File: src/rtl/input_debouncer_pkg.sv
// Shared definitions for the input debouncer: FSM state encoding and parameter defaults.
package input_debouncer_pkg;

  typedef enum logic [1:0] {
    ST_STABLE_LO = 2'd0,
    ST_CHECK_HI  = 2'd1,
    ST_STABLE_HI = 2'd2,
    ST_CHECK_LO  = 2'd3
  } dbnc_state_e;

  localparam int unsigned DBNC_STABLE_CYCLES_DEF = 4;
  localparam int unsigned DBNC_CNT_W_DEF         = 16;

endpackage

File: src/rtl/input_debouncer_sync_2ff.sv
// Two-flop synchroniser for a single asynchronous level; both stages reset to 0.
module sync_2ff
  import input_debouncer_pkg::*;
(
  input  logic clk,
  input  logic rst,
  input  logic d,
  output logic q
);

  logic s1_q;
  logic s2_q;

  always_ff @(posedge clk or posedge rst) begin
    if (rst) begin
      s1_q <= 1'b0;
      s2_q <= 1'b0;
    end else begin
      s1_q <= d;
      s2_q <= s1_q;
    end
  end

  assign q = s2_q;

endmodule

File: src/rtl/input_debouncer.sv
// Debounces a raw switch level and drives a downstream latch (d_clean -> d, en_pulse -> en).
// Optional registered rise/fall strobes are built when DBNC_EDGE_OUT_EN is defined.
module input_debouncer
  import input_debouncer_pkg::*;
#(
  parameter int unsigned STABLE_CYCLES = DBNC_STABLE_CYCLES_DEF,
  parameter int unsigned CNT_W         = DBNC_CNT_W_DEF
) (
  input  logic clk,
  input  logic rst,
  input  logic d_raw,
  output logic d_clean,
  output logic en_pulse
`ifdef DBNC_EDGE_OUT_EN
  ,
  output logic rise,
  output logic fall
`endif
);

  localparam logic [CNT_W-1:0] CNT_LAST = CNT_W'(STABLE_CYCLES - 1);
  localparam logic [CNT_W-1:0] CNT_ONE  = CNT_W'(1);
  localparam bit               SINGLE   = (STABLE_CYCLES == 1);

  if (STABLE_CYCLES < 1 || STABLE_CYCLES > 65535 ||
      (64'd1 << CNT_W) <= 64'(STABLE_CYCLES)) begin : g_param_check
    $error("input_debouncer: illegal STABLE_CYCLES/CNT_W combination");
  end

  logic             s2;
  dbnc_state_e      state_q, state_d;
  logic [CNT_W-1:0] cnt_q, cnt_d;
  logic             d_clean_q, d_clean_d;
  logic             en_pulse_q, en_pulse_d;

  sync_2ff u_sync (
    .clk (clk),
    .rst (rst),
    .d   (d_raw),
    .q   (s2)
  );

  always_comb begin
    state_d    = state_q;
    cnt_d      = cnt_q;
    d_clean_d  = d_clean_q;
    en_pulse_d = 1'b0;
    unique case (state_q)
      ST_STABLE_LO: begin
        if (s2) begin
          if (SINGLE) begin
            state_d    = ST_STABLE_HI;
            d_clean_d  = 1'b1;
            en_pulse_d = 1'b1;
            cnt_d      = '0;
          end else begin
            state_d = ST_CHECK_HI;
            cnt_d   = CNT_ONE;
          end
        end
      end
      ST_CHECK_HI: begin
        // Any opposite sample throws away the partial count.
        if (!s2) begin
          state_d = ST_STABLE_LO;
          cnt_d   = '0;
        end else if (cnt_q == CNT_LAST) begin
          state_d    = ST_STABLE_HI;
          d_clean_d  = 1'b1;
          en_pulse_d = 1'b1;
          cnt_d      = '0;
        end else begin
          cnt_d = cnt_q + CNT_ONE;
        end
      end
      ST_STABLE_HI: begin
        if (!s2) begin
          if (SINGLE) begin
            state_d    = ST_STABLE_LO;
            d_clean_d  = 1'b0;
            en_pulse_d = 1'b1;
            cnt_d      = '0;
          end else begin
            state_d = ST_CHECK_LO;
            cnt_d   = CNT_ONE;
          end
        end
      end
      ST_CHECK_LO: begin
        if (s2) begin
          state_d = ST_STABLE_HI;
          cnt_d   = '0;
        end else if (cnt_q == CNT_LAST) begin
          state_d    = ST_STABLE_LO;
          d_clean_d  = 1'b0;
          en_pulse_d = 1'b1;
          cnt_d      = '0;
        end else begin
          cnt_d = cnt_q + CNT_ONE;
        end
      end
      default: begin
        state_d = ST_STABLE_LO;
        cnt_d   = '0;
      end
    endcase
  end

  always_ff @(posedge clk or posedge rst) begin
    if (rst) begin
      state_q    <= ST_STABLE_LO;
      cnt_q      <= '0;
      d_clean_q  <= 1'b0;
      en_pulse_q <= 1'b0;
    end else begin
      state_q    <= state_d;
      cnt_q      <= cnt_d;
      d_clean_q  <= d_clean_d;
      en_pulse_q <= en_pulse_d;
    end
  end

  assign d_clean  = d_clean_q;
  assign en_pulse = en_pulse_q;

`ifdef DBNC_EDGE_OUT_EN
  logic rise_q, rise_d;
  logic fall_q, fall_d;

  // Direction is taken from the value being committed, so strobes align with en_pulse.
  always_comb begin
    rise_d = en_pulse_d & d_clean_d;
    fall_d = en_pulse_d & ~d_clean_d;
  end

  always_ff @(posedge clk or posedge rst) begin
    if (rst) begin
      rise_q <= 1'b0;
      fall_q <= 1'b0;
    end else begin
      rise_q <= rise_d;
      fall_q <= fall_d;
    end
  end

  assign rise = rise_q;
  assign fall = fall_q;
`endif

endmodule

File: config.mk
export PLATFORM = sky130hd
export DESIGN_NAME = input_debouncer
export DESIGN_NICKNAME = d
export VERILOG_FILES = /design/src/rtl/input_debouncer_pkg.sv /design/src/rtl/input_debouncer_sync_2ff.sv /design/src/rtl/input_debouncer.sv
export SDC_FILE = /design/constraint.sdc
export NUM_CORES = 1
export LEC_CHECK = 0
export CAP_MARGIN = 5
export CORE_ASPECT_RATIO = 1.1
export CORE_MARGIN = 10
export CORE_UTILIZATION = 25
export CTS_BUF_LIST = sky130_fd_sc_hd__clkbuf_2
export DETAILED_ROUTE_END_ITERATION = 8
export HOLD_SLACK_MARGIN = 0.12
export PLACE_DENSITY = 0.41
export SYNTH_ARGS = -nofsm -noshare
export SYNTH_HDL_FRONTEND = slang
export SYNTH_SLANG_ARGS = --single-unit
File: constraint.sdc
create_clock -name clk -period 2.2 [get_ports clk]
set_input_delay 0.33 -clock clk [delete_from_list [all_inputs] [get_ports clk]]
set_output_delay 0.33 -clock clk [all_outputs]
set_load 0.005 [all_outputs]
; Word-level counts from Yosys, hierarchy flattened
; Index checks and enable logic that the tools add are counted.
[word_totals]
n_memories = 0
word_cells = 46
out_inout_bits = 2
register_bits = 22
ram_bits = 0
latch_bits = 0
mem_bits_ro = 0
[classes]
n_mul = 0
n_div = 0
n_reduce_logical = 5
n_eq_ne = 12
order_cmp = 0
n_addsub = 1
bitwise = 0
shifts = 0
mux = 22
[ops]
columns = cell, count
row1 = two-way mux 16 bit, 5
row2 = case mux 16 bit (4 select lines), 1
row3 = "adder 16 x 1 -> 16 bit, second input constant", 1
row4 = "equality test 16 x 2 -> 1 bit, second input constant", 1
row5 = two-way mux 2 bit, 6
row6 = "!= test 2 bit, second input constant", 4
row7 = case mux 2 bit (4 select lines), 1
row8 = two-way mux 1 bit, 7
row9 = AND reduction 5 bit, 1
row10 = "equality test 2 bit, second input constant", 2
row11 = "!= test 2 x 1 -> 1 bit, second input constant", 2
row12 = case mux 1 bit (2 select lines), 2
row13 = AND reduction 4 bit, 1
row14 = "!= test 3 x 2 -> 1 bit, second input constant", 1
row15 = "!= test 3 bit, second input constant", 1
row16 = "equality test 2 x 1 -> 1 bit, second input constant", 1
row17 = zero test 2 bit, 1
row18 = AND reduction 2 bit, 1
row19 = nonzero test 2 bit, 1

; Depth between registers and ports, before layout
[depth]
ltp_word = 4
ltp_mapped = 7
mapped_depth_nobuf = 6

; Cells and area by module
; Synthesis repeated with hierarchy kept, for this count alone.
[unflattened]
hier_cells = 120
area_unflattened_um2 = 1127.3
[modules_own_cells]
columns = module, area_each_um2, n_inst, seq_area_each_um2, cells_per_inst
row1 = input_debouncer, 1073.5, 1, 500.5, 117
row2 = sync_2ff, 53.8, 1, 50.0, 3

; Worst setup path after synthesis
; OpenSTA, ideal clock, no wires.
[synth_timing]
path_kind = flip-flop to flip-flop
start = register cnt_q[0]
end = register with a tool-made name
arrival_ns = 1.708
path_stages_with_launch = 8
t_required_ns = 2.075
n_path_buf = 1
path_slack_ns = 0.368
period_less_slack_ns = 1.832
path_cell_list = dfrtp_1 > ha_1 > nor3b_1 > and4_4 > or2_1 > buf_4 > nand2_1 > mux2_2
[synth_lines]
columns = item, line_no
row1 = start: declaration, input_debouncer.sv:32  ; logic [CNT_W-1:0] cnt_q, cnt_d;
row2 = start signal: assignment, input_debouncer.sv:117  ; cnt_q <= cnt_d;

==> summary.txt <==
Syn avg cell area -> 9.59 sq um
Period utilization -> 0.889
Layout cell share with drive strength beyond 1 -> 0.113
Die X -> 84.1 um
Largest net degree at the start of global routing -> 23
GRT Util Overall -> 0.0703
Power Density -> 979 nW/um^2
Clock sink count -> 22
Number of global-route vias before repair -> 980
Distinct cells, synth -> 36
Worst rel slew slack -> 0.614
Total clock buffers created by CTS -> 3
Clock Latency Late Sink -> 0.34 ns
Met2 usage -> 0.121
Worst slack, placed -> 0.261 ns
Clock Pin Slew Worst Setup and Hold Paths -> 0.23 ns
CP Class -> flip-flop to flip-flop
Yosys reg bits -> 22
Max-cap viol count -> 0
# DRC -> 0
Syn Inst Count -> 118
Peak-usage layer in the global routing report -> met2
Power after layout -> 1.25 mW
Met3 GRT Util -> 0.0135
Vias per inst -> 5.08
Worst path arrival time -> 2.22 ns
Sequential area share after synthesis -> 0.487
Area of the die -> 7620 sq um
Port Buffer Count -> 4
CTS max path bufs -> 2
Max Transition Viols Final -> 0
Core ar. -> 4350 sq um
Vertical die dimension -> 90.5 um
Initial DRC Count -> 47
Clock Skew -> 0.00153 ns
Initial cell density of the core -> 0.260
Status -> completed
I/O pins -> 5
Post-layout nets -> 129
Fmax -> 511 MHz
Hold_buf cts -> 0
Fraction of registers with async set or reset after synthesis -> 1.00
Dpl hpwl -> 1860 um
Global-route wire length before repair -> 4560 um
Post-CTS setup buffer count -> 0
Critical Path RT -> 2.47 ns
Number of synthesized flops with an enable pin -> 0
Final hold viol count -> 0
Routed Antenna Nets -> 0
CTS tree -> done
DR pass1 iterations -> 4
CP max FO -> 10
Final TNS setup -> 0 ns
RSZ-0062 raised after global routing -> no
Gr ovfl total -> 0
Number of diodes -> 0
Hold crit path type -> primary input to asynchronous set/reset pin
Number of antenna violations at the first check in global routing -> 0
P_leak -> 0.537 nW
Actual slew at the worst max-slew pin -> 0.576 ns
Startpoint Class -> flip-flop
CTS H-tree depth -> 1
Root Buffer Master -> clkbuf_2
Final WL -> 2550 um
Post-layout min period -> 1.96 ns
Placer's final routability congestion estimate -> 0.779
Fillers -> 450
Final WS setup -> 0.245 ns
Yosys warns -> 0
Final setup vio count -> 0
Top FF cell, synth -> dfrtp_1
Routed len/inst -> 14.3 um
DR vias -> 904
Number of gates resized after CTS -> 0
Layout area overhead -> 12.6%
Met1 Track Usage GR -> 0.0822
Cell row count -> 25
Synthesized area -> 1130 sq um
Syn nets -> 122
VDD IR max -> 0.376 mV
Worst Setup End Kind -> flip-flop
==> per-stage QoR <==
stage	utilization	instances	area (sq um)	hold WS [ns]
2_1_floorplan	-	118	1130	0.319
3_3_place_gp	0.283	174	1230	0.346
3_5_place_dp	0.283	174	1230	0.340
4_1_cts	0.293	178	1270	0.266
5_1_grt	0.293	178	1270	0.275
6_report	0.293	178	1270	0.279
==> state kept, by name (all words and copies together), names as in the netlist, named ones only <==
name,cells
cnt_q,16
state_q,1
u_sync.q,1
d_clean,1
u_sync.s1_q,1
en_pulse,1
==> worst paths after layout <==
kind                        startpoint  slack, ns  depth (start not counted)        end
max                           cnt_q[0]       0.24                          6  flip-flop
min                                rst       0.28                          3  cnt_q[12]
max reg2reg                   cnt_q[0]       0.24                          6  flip-flop
min reg2reg                u_sync.s1_q       0.38                          0   u_sync.q
max in group asynchronous          rst       1.70                          3   cnt_q[7]
min in group clk           u_sync.s1_q       0.38                          0   u_sync.q
==> placed cells by master, fill, tap and decap left out, types with 2 or more instances in the layout <==
cell type | Yosys | final
dfrtp_1 | 22 | 22
nand2_1 | 13 | 13
a31oi_1 | 10 | 10
nand3_1 | 9 | 9
a21oi_1 | 6 | 6
o21ai_0 | 6 | 6
or3_1 | 5 | 5
nor2_1 | 4 | 4
inv_1 | 4 | 4
clkdlybuf4s50_1 | 0 | 4
and4_1 | 3 | 3
and3_1 | 3 | 3
clkbuf_2 | 0 | 3
buf_4 | 1 | 3
nor4_1 | 2 | 2
nand4_1 | 2 | 2
and2_1 | 2 | 2
a22o_1 | 2 | 2
xor2_1 | 2 | 2
nor3_1 | 2 | 2
a21o_1 | 2 | 2
==> Yosys cell counts (2+ instances only) <==
cell type  count  area share
o21ai_0        6       0.027
dfrtp_1       22        0.49
buf_2          2      0.0088
nand4_1        2       0.011
nand3_1        9       0.040
and2_1         2       0.011
nor3_1         2      0.0088
a22o_1         2       0.015
xor2_1         2       0.015
and3_1         3       0.017
a21oi_1        6       0.027
inv_1          4       0.013
a31oi_1       10       0.055
a21o_1         2       0.013
nand2_1       13       0.043
nor4_1         2       0.011
or3_1          5       0.028
and4_1         3       0.023
nor2_1         4       0.013
==> logic make-up (layout without fill, tap and decap cells) <==
logic type | after synthesis | in the layout | synth area share
AND/OR/NAND/NOR | 52 | 52 | 0.256
AO/OA/AOI/OAI | 29 | 29 | 0.156
flip-flops | 22 | 22 | 0.487
buffers and inverters | 9 | 15 | 0.0420
XOR/XNOR | 3 | 3 | 0.0299
multiplexers | 2 | 2 | 0.0188
adder cells (fa/ha/maj) | 1 | 1 | 0.0111
==> power breakdown <==
part | switching (mW) | leakage [nW] | internal (mW)
sequential | 0.0589 | 0.293 | 0.458
combinational | 0.255 | 0.217 | 0.181
clock | 0.137 | 0.0266 | 0.157
total | 0.451 | 0.537 | 0.796
==> area by class of cell <==
class,count,area [sq um],area share
sequential,22,551,0.432
multi-input combinational,87,533,0.418
tap,54,67.6,0.0530
inverter,4,15.0,0.0118
clock inverter,1,30.0,0.0236
clock buffer,3,15.0,0.0118
timing repair buffer,7,62.6,0.0491
==> worst max-delay path, cell delays in order, from the launching register on <==
cell and delay, ns:
dfrtp_1 0.47, ha_1 0.26, nor3b_1 0.15, and4_4 0.21, or2_1 0.34, nand2_1 0.12, mux2_2 0.33
==> layer usage <==
metal | vias to the layer above | part of all wire
met3 | 2 | 0.013
li1 | 448 | -
met4 | 0 | 0.0079
met1 | 452 | 0.49
met5 | - | 0
met2 | 2 | 0.49
Power figures use the tool's default switching activity.
